===== config.mk =====
export PLATFORM = sky130hd
export DESIGN_NAME = mem_stage
export DESIGN_NICKNAME = d
export VERILOG_FILES = /design/src/rtl/mem_stage_pkg.sv /design/src/rtl/mem_align.sv /design/src/rtl/mem_stage.sv
export SDC_FILE = /design/constraint.sdc
export NUM_CORES = 1
export LEC_CHECK = 0
export BUFFER_PORTS_ARGS = -buffer_cell sky130_fd_sc_hd__buf_2
export CORE_MARGIN = 5
export CORE_UTILIZATION = 30
export CTS_CLUSTER_DIAMETER = 60
export DETAILED_ROUTE_END_ITERATION = 16
export PLACE_DENSITY = 0.49
export SLEW_MARGIN = 40
export SYNTH_ARGS = -nofsm -noshare
export SYNTH_HDL_FRONTEND = slang
export SYNTH_SLANG_ARGS = --single-unit
export TNS_END_PERCENT = 10

===== constraint.sdc =====
create_clock -name clk -period 4.2 [get_ports clk]
set_clock_uncertainty 0.2 [all_clocks]
set_input_delay 0.21 -clock clk [delete_from_list [all_inputs] [get_ports clk]]
set_output_delay 0.21 -clock clk [all_outputs]
set_load 0.02 [all_outputs]

===== src/rtl/mem_stage_pkg.sv =====
// mem_stage_pkg: shared encodings for the memory-access stage.
// Holds the mem_sel codes, FSM state type, exception bit positions and
// small decode helpers used by mem_stage and mem_align.
package mem_stage_pkg;

   // mem_sel codes presented by execute
   localparam logic [2:0] NOT_MEM = 3'd0;
   localparam logic [2:0] MEM_B   = 3'd1;
   localparam logic [2:0] MEM_BU  = 3'd2;
   localparam logic [2:0] MEM_H   = 3'd3;
   localparam logic [2:0] MEM_HU  = 3'd4;
   localparam logic [2:0] MEM_W   = 3'd5;

   // out_exc bit positions: {ades, adel}
   localparam int EXC_ADEL = 0;
   localparam int EXC_ADES = 1;

   typedef enum logic [1:0] {
      ST_IDLE = 2'd0,
      ST_REQ  = 2'd1,
      ST_WAIT = 2'd2,
      ST_HOLD = 2'd3
   } state_e;

   // True for any code that touches the data bus; unused codes act as NOT_MEM.
   function automatic logic is_mem(input logic [2:0] sel);
      case (sel)
         MEM_B, MEM_BU, MEM_H, MEM_HU, MEM_W: return 1'b1;
         default:                             return 1'b0;
      endcase
   endfunction

   // Half with addr[0] set, or word with addr[1:0] nonzero.
   function automatic logic misaligned(input logic [2:0] sel, input logic [1:0] off);
      case (sel)
         MEM_H, MEM_HU: return off[0];
         MEM_W:         return (off != 2'b00);
         default:       return 1'b0;
      endcase
   endfunction

endpackage


===== src/rtl/mem_align.sv =====
// mem_align: combinational byte-lane steering for the memory stage.
// Stores: replicate sub-word data across lanes and build byte enables.
// Loads: pick the addressed byte/half and sign- or zero-extend it.
// BIG_ENDIAN=1 mirrors the lane order (byte offset k lives in lane 3-k).
// Misaligned halves/words are steered as if aligned (low offset bits ignored).
module mem_align
   import mem_stage_pkg::*;
#(
   parameter bit BIG_ENDIAN = 1'b0
)(
   input  logic [2:0]  i_sel,
   input  logic [1:0]  i_off,
   input  logic [31:0] i_wdata,
   input  logic [31:0] i_rdata,
   output logic [3:0]  o_be,
   output logic [31:0] o_wdata,
   output logic [31:0] o_rdata
);

   logic [1:0]  w_lane;
   logic        w_hsel;
   logic [7:0]  w_byte;
   logic [15:0] w_half;

   assign w_lane = BIG_ENDIAN ? ~i_off : i_off;
   assign w_hsel = BIG_ENDIAN ? ~i_off[1] : i_off[1];
   assign w_byte = i_rdata[{w_lane, 3'b000} +: 8];
   assign w_half = i_rdata[{w_hsel, 4'b0000} +: 16];

   // Lane selection, store replication and load extension per access size
   always_comb begin
      o_be    = 4'b0000;
      o_wdata = i_wdata;
      o_rdata = i_rdata;
      case (i_sel)
         MEM_B, MEM_BU: begin
            o_be    = 4'b0001 << w_lane;
            o_wdata = {4{i_wdata[7:0]}};
            o_rdata = (i_sel == MEM_B) ? {{24{w_byte[7]}}, w_byte} : {24'd0, w_byte};
         end
         MEM_H, MEM_HU: begin
            o_be    = w_hsel ? 4'b1100 : 4'b0011;
            o_wdata = {2{i_wdata[15:0]}};
            o_rdata = (i_sel == MEM_H) ? {{16{w_half[15]}}, w_half} : {16'd0, w_half};
         end
         MEM_W: begin
            o_be    = 4'b1111;
         end
         default: ;
      endcase
   end

endmodule


===== src/rtl/mem_stage.sv =====
// mem_stage: memory-access stage of the five-stage MIPS pipeline.
// Takes execute's op, drives a req/gnt/rvalid data bus and hands a
// registered payload to writeback over valid/ready. Execute is stalled
// (in_ready low) while a bus access is outstanding or writeback is stalled.
// Optional: define MEM_ALIGN_CHECK_EN to trap misaligned half/word accesses
// (no bus access, out_exc flags adel/ades, out_result = faulting address);
// otherwise misaligned accesses are silently forced aligned.
module mem_stage
   import mem_stage_pkg::*;
#(
   parameter bit BIG_ENDIAN = 1'b0
)(
   input  logic        clk,
   input  logic        resetn,
   input  logic        in_valid,
   output logic        in_ready,
   input  logic [2:0]  in_mem_sel,
   input  logic        in_store,
   input  logic [31:0] in_addr,
   input  logic [31:0] in_wdata,
   input  logic [31:0] in_result,
   input  logic [4:0]  in_wreg,
   input  logic        in_wen,
   output logic        dbus_req,
   output logic        dbus_we,
   output logic [31:0] dbus_addr,
   output logic [3:0]  dbus_be,
   output logic [31:0] dbus_wdata,
   input  logic        dbus_gnt,
   input  logic        dbus_rvalid,
   input  logic [31:0] dbus_rdata,
   output logic        out_valid,
   input  logic        out_ready,
   output logic [31:0] out_result,
   output logic [4:0]  out_wreg,
   output logic        out_wen,
   output logic [1:0]  out_exc
);

   state_e      r_state;
   logic [2:0]  r_sel;
   logic        r_store;
   logic [31:0] r_addr;
   logic [31:0] r_wdata;
   logic [4:0]  r_wreg;
   logic        r_wen;
   logic        r_req;
   logic [31:0] r_pend;
   logic        r_out_valid;
   logic [31:0] r_out_result;
   logic [4:0]  r_out_wreg;
   logic        r_out_wen;
   logic [1:0]  r_out_exc;

   logic        w_out_stall;
   logic        w_in_ready;
   logic        w_xfer;
   logic        w_misalign;
   logic [3:0]  w_be;
   logic [31:0] w_lane_wdata;
   logic [31:0] w_ld_data;

   assign w_out_stall = r_out_valid && !out_ready;
   assign w_in_ready  = (r_state == ST_IDLE) && !w_out_stall;
   assign w_xfer      = in_valid && w_in_ready;

`ifdef MEM_ALIGN_CHECK_EN
   assign w_misalign = misaligned(in_mem_sel, in_addr[1:0]);
`else
   assign w_misalign = 1'b0;
`endif

   // Bus fields derive from the latched op, so they stay stable through REQ.
   mem_align #(.BIG_ENDIAN(BIG_ENDIAN)) u_align (
      .i_sel   (r_sel),
      .i_off   (r_addr[1:0]),
      .i_wdata (r_wdata),
      .i_rdata (dbus_rdata),
      .o_be    (w_be),
      .o_wdata (w_lane_wdata),
      .o_rdata (w_ld_data)
   );

   assign in_ready   = w_in_ready;
   assign dbus_req   = r_req;
   assign dbus_we    = r_req && r_store;
   assign dbus_addr  = {r_addr[31:2], 2'b00};
   assign dbus_be    = w_be;
   assign dbus_wdata = w_lane_wdata;
   assign out_valid  = r_out_valid;
   assign out_result = r_out_result;
   assign out_wreg   = r_out_wreg;
   assign out_wen    = r_out_wen;
   assign out_exc    = r_out_exc;

   // Stage FSM: accept, run the bus access, and load the writeback payload
   always_ff @(posedge clk) begin
      if (!resetn) begin
         r_state      <= ST_IDLE;
         r_sel        <= NOT_MEM;
         r_store      <= 1'b0;
         r_addr       <= '0;
         r_wdata      <= '0;
         r_wreg       <= '0;
         r_wen        <= 1'b0;
         r_req        <= 1'b0;
         r_pend       <= '0;
         r_out_valid  <= 1'b0;
         r_out_result <= '0;
         r_out_wreg   <= '0;
         r_out_wen    <= 1'b0;
         r_out_exc    <= 2'b00;
      end else begin
         // Payload consumed; a new payload below overrides this
         if (r_out_valid && out_ready)
            r_out_valid <= 1'b0;

         case (r_state)
            ST_IDLE: begin
               if (w_xfer) begin
                  if (w_misalign) begin
                     r_out_valid           <= 1'b1;
                     r_out_result          <= in_addr;
                     r_out_wreg            <= in_wreg;
                     r_out_wen             <= 1'b0;
                     r_out_exc             <= 2'b00;
                     r_out_exc[EXC_ADES]   <= in_store;
                     r_out_exc[EXC_ADEL]   <= !in_store;
                  end else if (is_mem(in_mem_sel)) begin
                     r_sel   <= in_mem_sel;
                     r_store <= in_store;
                     r_addr  <= in_addr;
                     r_wdata <= in_wdata;
                     r_wreg  <= in_wreg;
                     r_wen   <= in_wen;
                     r_req   <= 1'b1;
                     r_state <= ST_REQ;
                  end else begin
                     r_out_valid  <= 1'b1;
                     r_out_result <= in_result;
                     r_out_wreg   <= in_wreg;
                     r_out_wen    <= in_wen;
                     r_out_exc    <= 2'b00;
                  end
               end
            end
            ST_REQ: begin
               // rvalid is not sampled here: only data after gnt counts
               if (dbus_gnt) begin
                  r_req <= 1'b0;
                  if (!r_store) begin
                     r_state <= ST_WAIT;
                  end else if (w_out_stall) begin
                     r_pend  <= r_addr;
                     r_state <= ST_HOLD;
                  end else begin
                     // Store payload carries the address; it never writes a register
                     r_out_valid  <= 1'b1;
                     r_out_result <= r_addr;
                     r_out_wreg   <= r_wreg;
                     r_out_wen    <= 1'b0;
                     r_out_exc    <= 2'b00;
                     r_state      <= ST_IDLE;
                  end
               end
            end
            ST_WAIT: begin
               if (dbus_rvalid) begin
                  if (w_out_stall) begin
                     r_pend  <= w_ld_data;
                     r_state <= ST_HOLD;
                  end else begin
                     r_out_valid  <= 1'b1;
                     r_out_result <= w_ld_data;
                     r_out_wreg   <= r_wreg;
                     r_out_wen    <= r_wen;
                     r_out_exc    <= 2'b00;
                     r_state      <= ST_IDLE;
                  end
               end
            end
            ST_HOLD: begin
               if (!w_out_stall) begin
                  r_out_valid  <= 1'b1;
                  r_out_result <= r_pend;
                  r_out_wreg   <= r_wreg;
                  r_out_wen    <= r_store ? 1'b0 : r_wen;
                  r_out_exc    <= 2'b00;
                  r_state      <= ST_IDLE;
               end
            end
            default: r_state <= ST_IDLE;
         endcase
      end
   end

endmodule


==> metrics.md, run 1 <==
| Metric | Value |
|---|---|
| Hold Crit Depth | `3` |
| WP data required | `4.33 ns` |
| Port Buffers | `251` |
| Slew Viols, Final | `0` |
| Chip Width | `179.4 microns` |
| Worst hold endpoint | `out_result[1]` |
| Crit path DAT | `3.40 ns` |
| Via/cell ratio | `5.035` |
| Detailed Place HPWL | `23710 microns` |
| Die area | `32190 sq um` |
| Total Negative Setup Slacks | `0 ns` |
| R2R Setup Slk | `0.93 ns` |
| CP Class | `flop to flop` |
| Drt drc | `0` |
| Via count of the routed design | `8962` |
| Num ports | `256` |
| Async set or reset register ratio after synthesis | `0%` |
| Clock Tree Buf Depth | `2` |
| Post-Syn Instances | `1115` |
| Min-Delay Path Class | `primary input to flop` |
| Worst setup margin | `0.9291 ns` |
| Netlist cell types | `58` |
| Max Clk Rate | `305.7 MHz` |
| Crit-path max cell delay | `0.67 ns` |
| Crit. End Element | `flop` |
| R2R Path End | `r_pend[14]` |
| Synth warnings | `0` |
| Pwr Density | `363.8 nW/um^2` |
| H-tree depth | `4` |
| GPL Wtd Cong | `0.8499` |
| Mapped cell area | `8611 sq um` |
| Syn_area_per_cell | `7.723 sq um` |
| Final Hold Fails | `0` |
| Least-Margin Pin Slew | `0.8610 ns` |
| M3 GR Usage | `5.477%` |
| RSZ-0062 raised after global routing | `false` |
| Startpoint Class | `flop` |
| Hold Startpoint | `in_result[1]` |
| Routing usage on met1 | `26.50%` |
| Initial drt markers | `485` |
| Final period util | `77.88%` |
| Total grt overflow | `0` |
| Clk Tree Root Cell | `clkbuf_16` |
| Height of the die | `179.4 microns` |
| Dpl ws | `1.258 ns` |
| WL per Instance | `18.96 microns` |
| Total Routed Length | `33750 microns` |
| First-pass GRT wire length | `52670 microns` |
| Seq/Total Area, Yosys | `34.41%` |
| R2R depth | `6` |
| Worst-path cell chain | `buf_4, nor2b_4, nand2b_1, a221oi_1, dlygate4sd3_1, o21ai_1` |
| Clk sinks | `148` |
| Yosys reg bits | `148` |
| Share of layout cells above drive strength 1 | `25.82%` |
| CP max stage cell | `nor2b_4` |
| Max VDD drop | `0.0002406 V` |
| Largest net degree at the start of global routing | `65` |
| Clock latency on the worst-skew pair | `0.44 ns` |
| Max-cap violations | `0` |
| GR peak layer | `met2` |
| CORE AREA | `28550 sq um` |
| Starting Density | `30.16%` |
| CP Buf/Inv Count | `2` |
| Post-route minimum period | `3.271 ns` |
| Met2 usage | `33.11%` |
| CTS clk-pin slew, worst paths | `0.07 ns` |
| Worst slew margin | `42.19%` |
| CTS Buf Count | `17` |
| CTS tree | `done` |
| Vias in the first global route | `8883` |
| Crit-path max FO | `20` |
| Post-DRT Antenna Nets | `0` |
| Reg2Reg Launch Point | `r_state[1]` |
| Final #Nets | `1525` |
| GRT Util Overall | `20.23%` |
| # rows | `62` |
| EDFF count, synth | `0` |
| P&R area growth vs syn | `35.00%` |
| Status | `completed` |
| Leakage power | `4.793 nW` |
| Most used DFF post-synth | `dfxtp_1` |
| Crit path max-delay family | `buffers and inverters` |
| Initial antenna violation count | `4` |
| First drt pass iteration count | `5` |
| Final Setup Violations | `0` |
-- cell usage after synthesis (24+ instances only) --
cell,n,area [sq um]
mux2i_1,42,420.4
o211ai_1,24,180.2
a21oi_1,155,775.7
nand2_1,246,923.4
o21ai_0,52,260.3
and2_1,43,269.0
dfxtp_1,148,2963
buf_4,42,315.3
mux2_2,28,315.3
a32o_1,27,270.3
nor2_1,34,127.6
clkbuf_1,72,270.3
-- cells by family after synthesis --
kind of cell | share of synthesized area, %
AND/OR/NAND/NOR | 19.05
AO/OA/AOI/OAI | 28.63
flip-flops | 34.41
buffers and inverters | 8.646
multiplexers | 8.805
XOR/XNOR | 0.3052
adder cells (fa/ha/maj) | 0.1162
other | 0.04355
-- report_power, final --
part | leakage (nW) | internal (mW) | switching (mW) | total, mW
clock network | 0.299 | 0.904 | 0.726 | 1.63
registers | 1.21 | 1.50 | 0.0967 | 1.59
logic | 3.29 | 0.412 | 0.594 | 1.01
total | 4.79 | 2.81 | 1.42 | 4.23
-- through the flow --
step                power (mW)  utilization [%]  instances  instance area, sq um  hold slack, ns
floorplan                2.214                -       1118                  8622          0.1460
finish                   4.229            40.72       1780                 11620        0.009713
global route             4.433            40.72       1780                 11620         0.01562
detailed placement       2.555            34.70       1636                  9905          0.2431
CTS                      4.272            40.67       1777                 11610       0.0002973
global placement         2.551            34.70       1636                  9905          0.2414
-- flip-flops by register name, indices dropped and copies added (netlist names) --
| signal | flops |
|---|---|
| dbus_req | 1 |
| out_wreg | 5 |
| r_addr | 32 |
| r_pend | 32 |
| r_wreg | 5 |
| out_result | 32 |
| out_valid | 1 |
| r_state | 2 |
| r_store | 1 |
| r_wdata | 32 |
| r_sel | 3 |
| out_wen | 1 |
| r_wen | 1 |
-- worst max path at each step --
stage	cells past startpoint	end	slack, ns	from
CTS	6	dbus_wdata[17]	0.96	r_sel[2]
floorplan	6	dbus_wdata[31]	1.97	r_sel[1]
global route	6	dbus_wdata[17]	0.65	r_sel[2]
global placement	8	r_addr[3]	1.31	r_state[0]
finish	6	r_pend[14]	0.93	r_state[1]
detailed placement	8	r_wdata[7]	1.26	r_state[0]
-- repair_timing --
item	CTS	global route
endpoints found under the hold margin	115	1
buffers inserted	0	0
gates resized for setup	0	0
hold buffers	109	1
-- layout by cell type (no fill, tap or decap), types with 4 or more instances in the layout --
cell / n
a21oi_1: 154
o22ai_1: 7
and2_1: 43
mux2_2: 28
a21o_1: 23
buf_4: 20
nor2b_1: 4
nor2_1: 33
o31ai_1: 6
nand3_1: 18
inv_1: 5
mux2i_1: 42
nand2_1: 246
buf_12: 4
o221ai_2: 10
nand2b_1: 8
o21a_1: 8
a2bb2oi_1: 7
o21ai_0: 52
nand4_1: 4
inv_6: 5
a311oi_1: 5
a221oi_1: 14
clkbuf_16: 17
conb_1: 4
o211ai_1: 24
dfxtp_1: 146
buf_2: 251
dlygate4sd3_1: 110
o221ai_1: 6
a32o_1: 27
-- layer usage --
metal  up-vias  wire length, microns
met3        29                  2206
li1       4442                     -
met1      4196                 15310
met5         -                    13
met2       293                 15600
met4         2                   620
-- worst reg2reg max path, cell delays in order, from the launching register on --
cell	delay (ns)
dfxtp_2	0.59
buf_4	0.43
nor2b_4	0.68
nand2b_1	0.34
a221oi_1	0.27
dlygate4sd3_1	0.59
o21ai_1	0.07
-- final cells by class --
cell class	instances	area [sq um]
Clock buffer	17	425.4
Tap cell	384	480.5
Multi-Input combinational cell	823	4949
Sequential cell	148	2965
Clock inverter	15	188.9
Inverter	6	23.77
Timing Repair Buffer	385	2587
Fill cell	3032	16920
Antenna cell	2	5.005
(Power assumes the default switching activity.)
==> run 2: changes to the inputs <==
==> constraint.sdc (replaced) <==
create_clock -name clk -period 3.25 [get_ports clk]
set_clock_uncertainty 0.2 [all_clocks]
set_input_delay 0.1625 -clock clk [delete_from_list [all_inputs] [get_ports clk]]
set_output_delay 0.1625 -clock clk [all_outputs]
set_load 0.02 [all_outputs]
==> run 2 against run 1 <==
  * Wire length rose by 0.37%
  * First-iteration DRC count rose by 30%
  * Flip-flop and latch count did not move
  * Sequential share of layout area fell by 0.38 points
  * Setup slack got worse by 0.49 ns
  * Critical path depth fell by 2
  * Highest routed layer unchanged
  * Utilization rose by 0.61 points
  * Global-route usage rose by 0.27 points
  * Critical endpoint is now in_ready
  * Largest power group unchanged
==> metrics.md, run 2 (synthesis results as in run 1) <==
| Metric | Value |
|---|---|
| Chip Width | `179.4 microns (unchanged)` |
| Total Negative Setup Slacks | `0 ns (unchanged)` |
| H-tree depth | `4 (unchanged)` |
| Crit-path max cell delay | `0.67 ns (about the same)` |
| Hold_buf cts | `122 (was 109)` |
| Post-DP Area | `9955 sq um (was 9905 sq um)` |
| DR WL met3 | `2086 microns (was 2206 microns)` |
| Pwr Density | `464.8 nW/um^2 (was 363.8 nW/um^2)` |
| Num ports | `256 (unchanged)` |
| First-pass GRT wire length | `53520 microns (was 52670 microns)` |
| Hold Startpoint | `dbus_rdata[28] (was in_result[1])` |
| Worst Setup SP | `r_state[1] (unchanged)` |
| CP max stage cell | `or2_2 (was nor2b_4)` |
| Reg2Reg Launch Point | `out_valid (was r_state[1])` |
| Worst slew margin | `46.60% (was 42.19%)` |
| Layout Cells excl Fill | `1802 (was 1780)` |
| CTS Buf Count | `17 (unchanged)` |
| Most common cell after layout, fill and taps aside | `buf_2 (unchanged)` |
| Initial antenna violation count | `3 (was 4)` |
| Layout filler cell count | `3001 (was 3032)` |
| Clk Tree Root Cell | `clkbuf_16 (unchanged)` |
| Port Buffers | `251 (unchanged)` |
| P&R area growth vs syn | `37.02% (was 35.00%)` |
| Crit. End Element | `output pin (was flop)` |
| Total Routed Length | `33880 microns (was 33750 microns)` |
| Post-route minimum period | `2.809 ns` |
| WL per Instance | `18.80 microns (was 18.96 microns)` |
| Most frequent cells in the layout | `buf_2 (251), nand2_1 (246), a21oi_1 (154) (unchanged)` |
| Detailed Place HPWL | `23830 microns (was 23710 microns)` |
| Final Hold Fails | `0 (unchanged)` |
| Slew Viols, Final | `0 (unchanged)` |
| Clock latency on the worst-skew pair | `0.43 ns (was 0.44 ns)` |
| Starting Density | `30.16% (unchanged)` |
| Hold_ws | `0.01643 ns (was 0.009713 ns)` |
| Die area | `32190 sq um (unchanged)` |
| Least-Margin Pin Slew | `0.8010 ns (was 0.8610 ns)` |
| Drt drc | `0 (unchanged)` |
| Post-DRT Antenna Nets | `0 (unchanged)` |
| Final period util | `86.42%` |
| # rows | `62 (unchanged)` |
| Cts repair resizes | `0 (unchanged)` |
| Max VDD drop | `0.0003319 V (was 0.0002406 V)` |
| Vias in the first global route | `9146 (was 8883)` |
| Total grt overflow | `0 (unchanged)` |
| Post-route cell area | `11800 sq um (was 11620 sq um)` |
| Crit-path max FO | `36 (was 20)` |
| Leakage power | `4.906 nW (was 4.793 nW)` |
| Hold Crit Depth | `3 (unchanged)` |
| Share of layout cells above drive strength 1 | `26.32% (was 25.82%)` |
| Status | `completed (unchanged)` |
| Worst-path cell chain | `buf_4, or2_2, nor2_1, buf_2 (was buf_4, nor2b_4, nand2b_1, a221oi_1, dlygate4sd3_1, o21ai_1)` |
| Cell Count Post-Placement | `1647 (was 1636)` |
| WL met1 | `15250 microns (was 15310 microns)` |
| Min-Delay Path Class | `primary input to flop (unchanged)` |
| Initial drt markers | `632 (was 485)` |
| Met2 wire length | `15660 microns (was 15600 microns)` |
| Post-CTS setup buffer count | `0 (unchanged)` |
| R2R depth | `7 (was 6)` |
| Via count of the routed design | `9199 (was 8962)` |
| CP Class | `flop to output pin (was flop to flop)` |
| RSZ-0062 raised after global routing | `false (unchanged)` |
| Largest net degree at the start of global routing | `50 (was 65)` |
| Max Clk Rate | `356.1 MHz` |
| Via/cell ratio | `5.105 (was 5.035)` |
| CTS tree | `done (unchanged)` |
| Crit path DAT | `2.45 ns (was 3.40 ns)` |
| Top routing layer in use | `met5 (unchanged)` |
| GRT Util Overall | `20.50% (was 20.23%)` |
| CTS clk-pin slew, worst paths | `0.07 ns (about the same)` |
| Max-cap violations | `0 (unchanged)` |
| First drt pass iteration count | `7 (was 5)` |
| Final #Nets | `1548 (was 1525)` |
| Clk sinks | `148 (unchanged)` |
| CORE AREA | `28550 sq um (unchanged)` |
| WP data required | `2.89 ns (was 4.33 ns)` |
| Height of the die | `179.4 microns (unchanged)` |
| Clock Tree Buf Depth | `2 (unchanged)` |
| Final Setup Violations | `0 (unchanged)` |
| GPL Wtd Cong | `0.8392 (was 0.8499)` |
| Startpoint Class | `flop (unchanged)` |
run 2: report_power, final:
group          internal, mW  leakage [nW]  switching [mW]
clock network          1.17         0.298           0.931
logic                 0.549          3.40           0.781
registers              1.93          1.21           0.117
total                  3.65          4.91            1.83
run 2: per-layer routing:
layer	global-route usage, %	vias to the layer above
li1	-	4504
met1	27.29	4319
met2	33.11	331
met3	4.547	41
met4	6.705	4
met5	0	-
run 2: area by class of cell:
type | count | area (sq um) | area share, %
multi-input cells | 823 | 4961 | 42.05
flip-flops and latches | 148 | 2965 | 25.13
repair buffers | 408 | 2753 | 23.33
well taps | 384 | 480.5 | 4.072
clock buffers | 17 | 425.4 | 3.606
clock inverters | 15 | 187.7 | 1.591
inverters | 6 | 23.77 | 0.2015
diodes | 1 | 2.502 | 0.02121
run 2: worst paths after layout:
check             slack [ns]       endpoint
setup / recovery        0.44       in_ready
hold / removal          0.02     r_pend[12]
setup reg to reg        0.49       r_sel[1]
hold reg to reg         0.25  out_result[3]
run 2: through the flow:
step                      total power, mW  util (%)  setup WS (ns)
final                               5.484     41.33         0.4415
after detailed placement            3.311     34.87         0.5741
after global placement              3.303     34.78         0.6247
after floorplan                     2.862         -          1.049
after global routing                5.750     41.33         0.2272
after CTS                           5.541     41.30         0.3144
run 2: critical path, delay by kind of cell, from the launching register on:
family	cells	cell delay [ns]
AND/OR/NAND/NOR	2	0.79
flip-flops	1	0.50
buffers and inverters	2	0.72
==> run 3: changes to the inputs <==
--- a/config.mk
+++ b/config.mk
@@ -11,6 +11,7 @@
 export CTS_CLUSTER_DIAMETER = 60
 export DETAILED_ROUTE_END_ITERATION = 16
 export PLACE_DENSITY = 0.49
+export RECOVER_POWER = 25
 export SLEW_MARGIN = 40
 export SYNTH_ARGS = -nofsm -noshare
 export SYNTH_HDL_FRONTEND = slang
==> run 3 against run 2 <==
  * Setup slack worse by 0.012 ns
  * Die area unchanged
  * Final cell count stayed put
  * Sequential power barely moved
  * Total power decreased by 0.36%
  * Count of clock-buffer cells in the layout unchanged
  * Critical endpoint unchanged
==> metrics.md, run 3 (synthesis results as in run 1) <==
| Metric | Value |
|---|---|
| Total grt overflow | `0 (unchanged)` |
| P&R area growth vs syn | `36.09% (was 37.02%)` |
| H-tree depth | `4 (unchanged)` |
| Pwr Density | `466.3 nW/um^2 (was 464.8 nW/um^2)` |
| Final #Nets | `1548 (unchanged)` |
| Via count of the routed design | `9144 (was 9199)` |
| Initial antenna violation count | `3 (unchanged)` |
| Total power | `5.464 mW (was 5.484 mW)` |
| Largest net degree at the start of global routing | `50 (unchanged)` |
| CTS tree | `done (unchanged)` |
| Startpoint Class | `flop (unchanged)` |
| CORE AREA | `28550 sq um (unchanged)` |
| GPL Wtd Cong | `0.8392 (unchanged)` |
| Worst slew margin | `46.13% (was 46.60%)` |
| Clk Tree Root Cell | `clkbuf_16 (unchanged)` |
| Detailed Place HPWL | `23830 microns (unchanged)` |
| Min-Delay Path Class | `primary input to flop (unchanged)` |
| R2R depth | `7 (unchanged)` |
| Worst setup margin | `0.4291 ns (was 0.4415 ns)` |
| First-pass GRT wire length | `53520 microns (unchanged)` |
| Post-DRT Antenna Nets | `0 (unchanged)` |
| Most common cell after layout, fill and taps aside | `nand2_1 (was buf_2)` |
| Final Hold Fails | `0 (unchanged)` |
| R2R Path End | `r_sel[1] (unchanged)` |
| Max Clk Rate | `354.5 MHz (was 356.1 MHz)` |
| Most frequent cells in the layout | `nand2_1 (246), buf_2 (187), a21oi_1 (154) (was buf_2 (251), nand2_1 (246), a21oi_1 (154))` |
| Die area | `32190 sq um (unchanged)` |
| WL per Instance | `18.84 microns (was 18.80 microns)` |
| WP data required | `2.89 ns (about the same)` |
| Drt drc | `0 (unchanged)` |
| Leakage power | `4.646 nW (was 4.906 nW)` |
| Via/cell ratio | `5.074 (was 5.105)` |
| Post-CTS setup buffer count | `0 (unchanged)` |
| Height of the die | `179.4 microns (unchanged)` |
| RSZ-0062 raised after global routing | `false (unchanged)` |
| Least-Margin Pin Slew | `0.8081 ns (was 0.8010 ns)` |
| CTS clk-pin slew, worst paths | `0.07 ns (about the same)` |
| First drt pass iteration count | `5 (was 7)` |
| Slew Viols, Final | `0 (unchanged)` |
| Initial drt markers | `637 (was 632)` |
| Hold Startpoint | `dbus_rdata[28] (unchanged)` |
| Dpl ws | `0.5741 ns (unchanged)` |
| Clk sinks | `148 (unchanged)` |
| Post-DP Area | `9955 sq um (unchanged)` |
| Hold Crit Depth | `3 (unchanged)` |
| Total Negative Setup Slacks | `0 ns (unchanged)` |
| Final Setup Violations | `0 (unchanged)` |
| # rows | `62 (unchanged)` |
| Status | `completed (unchanged)` |
| Clock Tree Buf Depth | `2 (unchanged)` |
| Layout Cells excl Fill | `1802 (unchanged)` |
| Crit-path max FO | `36 (unchanged)` |
| Clock latency on the worst-skew pair | `0.43 ns (about the same)` |
| Num ports | `256 (unchanged)` |
| Vias in the first global route | `9146 (unchanged)` |
| Max VDD drop | `0.0003318 V (was 0.0003319 V)` |
| CTS Buf Count | `17 (unchanged)` |
| Reg2Reg Launch Point | `out_valid (unchanged)` |
| Worst hold endpoint | `r_pend[12] (unchanged)` |
| R2R Setup Slk | `0.48 ns (was 0.49 ns)` |
| Hold_buf cts | `122 (unchanged)` |
| Cts repair resizes | `0 (unchanged)` |
| Max-cap violations | `0 (unchanged)` |
| CP Class | `flop to output pin (unchanged)` |
| Cell Count Post-Placement | `1647 (unchanged)` |
| Chip Width | `179.4 microns (unchanged)` |
| Crit. End Element | `output pin (unchanged)` |
| Total Routed Length | `33940 microns (was 33880 microns)` |
| Port Buffers | `251 (unchanged)` |
| Crit path DAT | `2.46 ns (was 2.45 ns)` |
| Starting Density | `30.16% (unchanged)` |
| Post-route minimum period | `2.821 ns (was 2.809 ns)` |
| Post-route cell area | `11720 sq um (was 11800 sq um)` |
| GRT Util Overall | `20.50% (unchanged)` |
| Share of layout cells above drive strength 1 | `21.81% (was 26.32%)` |
| Final period util | `86.80% (was 86.42%)` |
-- run 3: cell types whose count changed in the layout (fill, tap and decap cells not counted), sizes merged --
cell    delta
buf       -64
clkbuf    +64
-- run 3: power breakdown --
group          switching (mW)  internal (mW)
clock network           0.926           1.17
logic                   0.783          0.530
registers               0.120           1.93
-- run 3: worst max-delay path, cell delays in order, from the launching register on --
cell and delay [ns]:
dfxtp_2 0.50, buf_4 0.53, or2_2 0.69, nor2_1 0.12
buf_2 0.19
-- run 3: worst max path at each step --
stage	to	start	slack [ns]
after floorplan	r_pend[22]	r_addr[1]	1.05
after global placement	r_pend[17]	r_addr[1]	0.62
after detailed placement	r_pend[18]	r_addr[1]	0.57
after CTS	dbus_wdata[17]	r_sel[0]	0.31
after global routing	r_pend[9]	r_sel[0]	0.23
final	in_ready	r_state[1]	0.43
-- run 3: through the flow --
step	util (%)	hold slack [ns]
5_1_grt	41.05	0.03123
2_1_floorplan	-	0.09846
6_report	41.05	0.008019
4_1_cts	41.30	0.001390
3_3_place_gp	34.78	0.2037
3_5_place_dp	34.87	0.2078
-- run 3: layout make-up --
cell class / count / area, sq um
sequential: 148 / 2965
clock inverter: 15 / 187.7
antenna: 1 / 2.502
timing repair buffer: 408 / 2673
multi-input combinational: 823 / 4961
tap: 384 / 480.5
clock buffer: 17 / 425.4
fill: 3029 / 16830
inverter: 6 / 23.77
-- run 3: metal layers --
metal,vias to the layer above,global-route usage [%],wire length (microns)
met2,332,33.11,15600
met1,4264,27.29,15340
met5,-,0,21
met4,4,6.705,899
met3,41,4.547,2084
li1,4503,-,-
